### src/rtl/keypad_pkg.sv
// Shared types and helpers for the 4x4 matrix keypad scanner.
package keypad_pkg;

  localparam int KEY_W = 4;
  localparam int ROWS  = 4;
  localparam int COLS  = 4;

  typedef enum logic [1:0] {
    SCAN     = 2'd0,
    DEBOUNCE = 2'd1,
    HELD     = 2'd2,
    RELEASE  = 2'd3
  } state_e;

  function automatic logic [KEY_W-1:0] key_encode(input logic [1:0] row_idx,
                                                  input logic [1:0] col_idx);
    return {row_idx, col_idx};
  endfunction

  // Lowest-index active-low row wins when several rows read low together.
  function automatic logic [1:0] lowest_low_row(input logic [ROWS-1:0] rows_n);
    logic [1:0] idx;
    if (!rows_n[0])      idx = 2'd0;
    else if (!rows_n[1]) idx = 2'd1;
    else if (!rows_n[2]) idx = 2'd2;
    else if (!rows_n[3]) idx = 2'd3;
    else                 idx = 2'd0;
    return idx;
  endfunction

endpackage

### src/rtl/keypad_tick_gen.sv
// Free-running divider producing a one-cycle scan tick every SCAN_DIV clocks.
module keypad_tick_gen #(
  parameter int SCAN_DIV = 50000
) (
  input  logic clk,
  input  logic rst_n,
  output logic tick
);

  localparam int CNT_W = (SCAN_DIV > 2) ? $clog2(SCAN_DIV) : 1;
  localparam logic [CNT_W-1:0] LAST = CNT_W'(SCAN_DIV - 1);

  logic [CNT_W-1:0] cnt_q, cnt_d;

  assign tick = (cnt_q == LAST);

  always_comb begin
    cnt_d = cnt_q + CNT_W'(1);
    if (tick) cnt_d = '0;
  end

  always_ff @(posedge clk or negedge rst_n) begin
    if (!rst_n) cnt_q <= '0;
    else        cnt_q <= cnt_d;
  end

endmodule

### src/rtl/keypad_scanner.sv
// 4x4 active-low keypad scanner with debounce; KEY_REPEAT_EN adds auto-repeat while held.
module keypad_scanner
  import keypad_pkg::*;
#(
  parameter int SCAN_DIV     = 50000,
  parameter int DEB_TICKS    = 20,
  parameter int REPEAT_DELAY = 500,
  parameter int REPEAT_RATE  = 100
) (
  input  logic             clk,
  input  logic             rst_n,
  input  logic [ROWS-1:0]  row_n,
  output logic [COLS-1:0]  col_n,
  output logic [KEY_W-1:0] key_code,
  output logic             key_valid,
  output logic             key_held
);

  if (SCAN_DIV < 2)     begin : g_bad_div   $error("SCAN_DIV must be >= 2");     end
  if (DEB_TICKS < 1)    begin : g_bad_deb   $error("DEB_TICKS must be >= 1");    end
  if (REPEAT_DELAY < 1) begin : g_bad_delay $error("REPEAT_DELAY must be >= 1"); end
  if (REPEAT_RATE < 1)  begin : g_bad_rate  $error("REPEAT_RATE must be >= 1");  end

  localparam int DEB_W = (DEB_TICKS > 1) ? $clog2(DEB_TICKS) : 1;
  localparam logic [DEB_W-1:0] DEB_LAST = DEB_W'(DEB_TICKS - 1);

  logic tick;

  keypad_tick_gen #(.SCAN_DIV(SCAN_DIV)) u_tick (
    .clk   (clk),
    .rst_n (rst_n),
    .tick  (tick)
  );

  logic [ROWS-1:0]  row_meta_q, row_s_q;
  state_e           state_q, state_d;
  logic [1:0]       col_idx_q, col_idx_d;
  logic [1:0]       row_idx_q, row_idx_d;
  logic [DEB_W-1:0] deb_cnt_q, deb_cnt_d;
  logic [KEY_W-1:0] key_code_q, key_code_d;
  logic             key_valid_q, key_valid_d;
  logic             key_held_q, key_held_d;
  logic             row_hit;

`ifdef KEY_REPEAT_EN
  localparam int REP_W = $clog2(REPEAT_DELAY + REPEAT_RATE + 1);
  localparam logic [REP_W-1:0] REP_FIRST = REP_W'(REPEAT_DELAY);
  localparam logic [REP_W-1:0] REP_WRAP  = REP_W'(REPEAT_DELAY + REPEAT_RATE);
  logic [REP_W-1:0] rep_cnt_q, rep_cnt_d, rep_next;
`endif

  // Two-flop synchronizer; idle rows read high through the pull-ups.
  always_ff @(posedge clk or negedge rst_n) begin
    if (!rst_n) begin
      row_meta_q <= '1;
      row_s_q    <= '1;
    end else begin
      row_meta_q <= row_n;
      row_s_q    <= row_meta_q;
    end
  end

  assign row_hit   = ~row_s_q[row_idx_q];
  assign col_n     = ~(COLS'(1) << col_idx_q);
  assign key_code  = key_code_q;
  assign key_valid = key_valid_q;
  assign key_held  = key_held_q;

  always_comb begin
    state_d     = state_q;
    col_idx_d   = col_idx_q;
    row_idx_d   = row_idx_q;
    deb_cnt_d   = deb_cnt_q;
    key_code_d  = key_code_q;
    key_valid_d = 1'b0;
    key_held_d  = key_held_q;
`ifdef KEY_REPEAT_EN
    rep_cnt_d   = rep_cnt_q;
    rep_next    = rep_cnt_q + REP_W'(1);
`endif
    if (tick) begin
      case (state_q)
        SCAN: begin
          if (row_s_q != '1) begin
            row_idx_d = lowest_low_row(row_s_q);
            deb_cnt_d = '0;
            state_d   = DEBOUNCE;
          end else begin
            col_idx_d = col_idx_q + 2'd1;
          end
        end
        DEBOUNCE: begin
          if (row_hit) begin
            if (deb_cnt_q == DEB_LAST) begin
              key_code_d  = key_encode(row_idx_q, col_idx_q);
              key_valid_d = 1'b1;
              key_held_d  = 1'b1;
              state_d     = HELD;
`ifdef KEY_REPEAT_EN
              rep_cnt_d   = '0;
`endif
            end else begin
              deb_cnt_d = deb_cnt_q + DEB_W'(1);
            end
          end else begin
            state_d   = SCAN;
            col_idx_d = col_idx_q + 2'd1;
          end
        end
        HELD: begin
          if (!row_hit) begin
            deb_cnt_d = '0;
            state_d   = RELEASE;
          end else begin
`ifdef KEY_REPEAT_EN
            // After the first repeat the counter folds back to REP_FIRST so it stays bounded.
            if (rep_next == REP_FIRST) begin
              key_valid_d = 1'b1;
              rep_cnt_d   = rep_next;
            end else if (rep_next == REP_WRAP) begin
              key_valid_d = 1'b1;
              rep_cnt_d   = REP_FIRST;
            end else begin
              rep_cnt_d   = rep_next;
            end
`endif
          end
        end
        RELEASE: begin
          if (row_hit) begin
            state_d = HELD;
          end else if (deb_cnt_q == DEB_LAST) begin
            key_held_d = 1'b0;
            state_d    = SCAN;
            col_idx_d  = col_idx_q + 2'd1;
          end else begin
            deb_cnt_d = deb_cnt_q + DEB_W'(1);
          end
        end
        default: state_d = SCAN;
      endcase
    end
  end

  always_ff @(posedge clk or negedge rst_n) begin
    if (!rst_n) begin
      state_q     <= SCAN;
      col_idx_q   <= '0;
      row_idx_q   <= '0;
      deb_cnt_q   <= '0;
      key_code_q  <= '0;
      key_valid_q <= 1'b0;
      key_held_q  <= 1'b0;
    end else begin
      state_q     <= state_d;
      col_idx_q   <= col_idx_d;
      row_idx_q   <= row_idx_d;
      deb_cnt_q   <= deb_cnt_d;
      key_code_q  <= key_code_d;
      key_valid_q <= key_valid_d;
      key_held_q  <= key_held_d;
    end
  end

`ifdef KEY_REPEAT_EN
  always_ff @(posedge clk or negedge rst_n) begin
    if (!rst_n) rep_cnt_q <= '0;
    else        rep_cnt_q <= rep_cnt_d;
  end
`endif

endmodule

### config.mk
export PLATFORM = sky130hd
export DESIGN_NAME = keypad_scanner
export DESIGN_NICKNAME = d
export VERILOG_FILES = /design/src/rtl/keypad_pkg.sv /design/src/rtl/keypad_tick_gen.sv /design/src/rtl/keypad_scanner.sv
export SDC_FILE = /design/constraint.sdc
export NUM_CORES = 1
export LEC_CHECK = 0
export ABC_AREA = 1
export CORE_ASPECT_RATIO = 1.75
export CORE_MARGIN = 2
export CORE_UTILIZATION = 45
export CTS_BUF_LIST = sky130_fd_sc_hd__clkbuf_8
export DETAILED_ROUTE_END_ITERATION = 12
export PLACE_DENSITY_LB_ADDON = 0.1
export SYNTH_ARGS = -nofsm -noshare
export SYNTH_HDL_FRONTEND = slang
export SYNTH_SLANG_ARGS = --single-unit
export TNS_END_PERCENT = 20
### constraint.sdc
create_clock -name clk -period 1.5 [get_ports clk]
set_clock_uncertainty 0.2 [all_clocks]
set_input_delay 0.45 -clock clk [delete_from_list [all_inputs] [get_ports clk]]
set_output_delay 0.45 -clock clk [all_outputs]
set_load 0.01 [all_outputs]
==> reports/summary.txt <==
===============================================================================================
Initial Utilization ..............................................................        0.465
Clock latency reported for the late side of the worst-skew pair ..................       300 ps
Outcome .......................................................................... finished with violations
CTS H-tree depth .................................................................            2
Number of instances on the worst hold path .......................................            0
Count of buffers inserted at the top-level ports .................................           15
Launching element type of the critical path ......................................    flip-flop
Most frequent cells in the layout ................................................ buf_4, nand2_1, dfrtp_1, inv_1, nand3_1
Type of element capturing the critical path ......................................   output pin
Max Fclk .........................................................................      551 MHz
Area added between synthesis and finish ..........................................        46.4%
Number of search-and-repair iterations in the first detailed-routing pass ........            4
Violated checks .................................................................. setup timing
Crit-path slowest cell ...........................................................      dfrtp_1
Setup repair after global routing missed its margin ..............................         true
Hold Crit Class .................................................................. flip-flop to flip-flop
Pleak ............................................................................   0.00163 uW
CP startpoint .................................................................... col_idx_q[1]
Cell variety after synth .........................................................           30
Max-slew violations ..............................................................            0
R2r endpoint .....................................................................  key_code[2]
Worst Path Class, Setup .......................................................... flip-flop to output pin
Antenna Cells ....................................................................            0
Startpoint of the worst register-to-register path ................................ deb_cnt_q[1]
Max Cap Viol .....................................................................            0
Fraction of the yosys area taken by sequential cells .............................        0.482
Syn nets .........................................................................          271
Synth Area in Compound Gates .....................................................       0.0501
Post-synthesis xor/xnor area fraction ............................................       0.0367
Min Tclk post-route ..............................................................      1820 ps
Maximum number of pins on one net before global-route repair .....................           42
Slew margin rel. .................................................................        0.802
DIE AREA .........................................................................     5360 um2
CTS tree .........................................................................        built
Initial DRC count ................................................................           66
Critical path peak fanout ........................................................            3
Core Region ......................................................................     4620 um2
Clock input transition at the sequential cells of the worst setup and hold paths .        80 ps
Number of vias per cell after detailed routing ...................................         4.95
Root cell of the clock tree ......................................................     clkbuf_8
Total number of vias .............................................................         2000
Post-detailed-route count of antenna-violating nets ..............................            0
Wire length of the first global-routing pass .....................................      8540 um
Placed instance count ............................................................          383
Number of top-level pins .........................................................           16
Final Hold Violating Endpoints ...................................................            0
Most common library cell in the layout ignoring fill and taps ....................        buf_4
Synth Area in Simple Gates .......................................................        0.327
Number of design rule violations left after detail routing .......................            0
Number of antenna violations at the first check in global routing ................            0
Final-stage net count ............................................................          363
DP Wirelength ....................................................................      3570 um
Layout cell share with drive strength beyond 1 ...................................        0.429
Worst stage delay on the critical path ...........................................       400 ps
Final Wtd Congestion .............................................................        0.831
Number of global-route vias before repair ........................................         2018
Mapped Area ......................................................................     2150 um2
Average wire per cell in the routed design .......................................      12.2 um
Cell Count, Final, Fillers Out ...................................................          404
Dominant combinational cell family by area after synthesis ....................... simple AND/OR/NAND/NOR gates
Origin of the worst min-delay path ............................................... row_meta_q[3]
Power per Cell Area ..............................................................   615 nW/um2
Worst Hold Endpoint ..............................................................   row_s_q[3]
Critical path data required time .................................................       850 ps
Share of synthesized area spent on multiplexers ..................................            0
Slack of the worst reg-to-reg path ...............................................      -250 ps
Post-Synthesis Mean Instance Area ................................................     8.29 um2
Post-route fraction of the period consumed by the critical path ..................         1.21
Adder-cell area share of the yosys netlist .......................................       0.0349
Post-synthesis sequential element count ..........................................           41
Number of cells produced by synthesis ............................................          259
Clock sink count .................................................................           41
Crit path cell chain ............................................................. buf_6, inv_6, ha_4, inv_2, buf_6
Post-detailed-routing wire length ................................................      4920 um
Number of buffers added by the clock tree synthesis step .........................            5
Overflow after GRT ...............................................................            0
Final setup vio count ............................................................           30
Arrival @ worst endpoint .........................................................      1170 ps
Largest vdd supply drop ..........................................................     0.676 mV
Die height .......................................................................      95.4 um
Library cell appearing most often on the critical path ...........................        buf_6
Standard-cell rows ...............................................................           33
Pre-CTS setup slack ..............................................................      -394 ps
Clk buf depth ....................................................................            2
Overall global routing resource usage ............................................        0.208
Worst Setup Slack, final .........................................................      -316 ps
Syn. warnings ....................................................................            0
Slew at the pin with the worst max-slew slack ....................................       296 ps
Depth of the worst register-to-register path .....................................            8
Die Wd ...........................................................................      56.2 um
===============================================================================================
[through the flow]
step                      total power (uW)  TNS [ps]  utilization  hold WS [ps]  area [um2]
after floorplan                       1160     -1690            -         -45.6        2180
after global placement                1220     -5590        0.612           146        2830
after detailed placement              1220     -6160        0.612           147        2830
after CTS                             1960     -4920        0.667           159        3080
after global routing                  2010     -8110        0.680           162        3140
final                                 1930     -5090        0.680           158        3140
[metal layers]
layer | share of wire | vias to the layer above | track usage
met1 | 0.37 | 957 | 0.203
li1 | - | 1009 | -
met2 | 0.58 | 24 | 0.407
met5 | 0 | - | 0
met4 | 0.032 | 0 | 0.113
met3 | 0.022 | 10 | 0.0339
[critical path, delay by kind of cell, from the launching register on]
family | cells | cell delay [ps]
adders and majority gates | 1 | 130
DFF | 1 | 400
buffers and inverters | 4 | 340
[worst max path at each step]
stage / slack [ps] / depth (start not counted) / to
after global routing: -370 / 11 / state_q[0]
after floorplan: -150 / 10 / key_code[0]
final: -320 / 5 / col_n[0]
after global placement: -370 / 4 / col_n[0]
after detailed placement: -390 / 4 / col_n[2]
after CTS: -310 / 5 / col_n[1]
[power breakdown]
| group | switching, uW | leakage [uW] | internal (uW) | total (uW) |
|---|---|---|---|---|
| sequential | 4.54 | 0.000531 | 1120 | 1130 |
| combinational | 40.4 | 0.00106 | 29.8 | 70.2 |
| clock | 409 | 0.0000364 | 326 | 735 |
| total | 454 | 0.00163 | 1480 | 1930 |
[logic make-up (layout without fill, tap and decap cells)]
family                     Yosys count  in the layout
xor gates and xnor gates             9              9
DFF                                 41             41
buffers and inverters               39            131
and+or+nand+nor                    144            145
AOI/OAI and AO/OA                   20             20
adders and majority gates            6              6
[synth_stat cells (all sizes together)]
| library cell | number | area, um2 |
|---|---|---|
| nand2 | 69 | 279 |
| nor3 | 6 | 35.0 |
| nand3b | 1 | 7.51 |
| clkinv | 1 | 5.00 |
| dfrtp | 33 | 826 |
| nor2 | 35 | 190 |
| inv | 37 | 139 |
| a21o | 1 | 7.51 |
| o21ai | 12 | 63.8 |
| xnor2 | 1 | 8.76 |
| a31oi | 1 | 6.26 |
| ha | 6 | 75.1 |
| buf | 1 | 5.00 |
| nor4 | 1 | 6.26 |
| nand4 | 5 | 31.3 |
| a21oi | 6 | 30.0 |
| nand3 | 27 | 153 |
| xor2 | 8 | 70.1 |
| dfstp | 8 | 210 |
[what timing repair did]
item | 4_1_cts | 5_1_grt
pin swaps | 8 | 12
gates resized for setup | 80 | 13
endpoints found under the setup margin | 40 | 41
hold endpoints to repair | 33 | 0
gates cloned | 0 | 1
hold buffers | 1 | 0
buffers inserted | 9 | 2
[flip-flops by register name, summed over array words and instances, names as in the netlist, 2 cells and up, named ones only]
| register | flops |
|---|---|
| col_idx_q | 2 |
| deb_cnt_q | 5 |
| key_code | 4 |
| row_idx_q | 2 |
| row_meta_q | 4 |
| row_s_q | 4 |
| u_tick.cnt_q | 16 |
[final cells by class]
class / count / area, um2
Multi-Input combinational cell: 180 / 1120
Timing Repair Buffer: 85 / 673
Tap cell: 52 / 65.1
Sequential cell: 41 / 1040
Fill cell: 385 / 1480
Clock inverter: 3 / 22.5
Clock buffer: 5 / 68.8
Inverter: 38 / 156
Note: power is estimated with default switching activity, not from simulation.
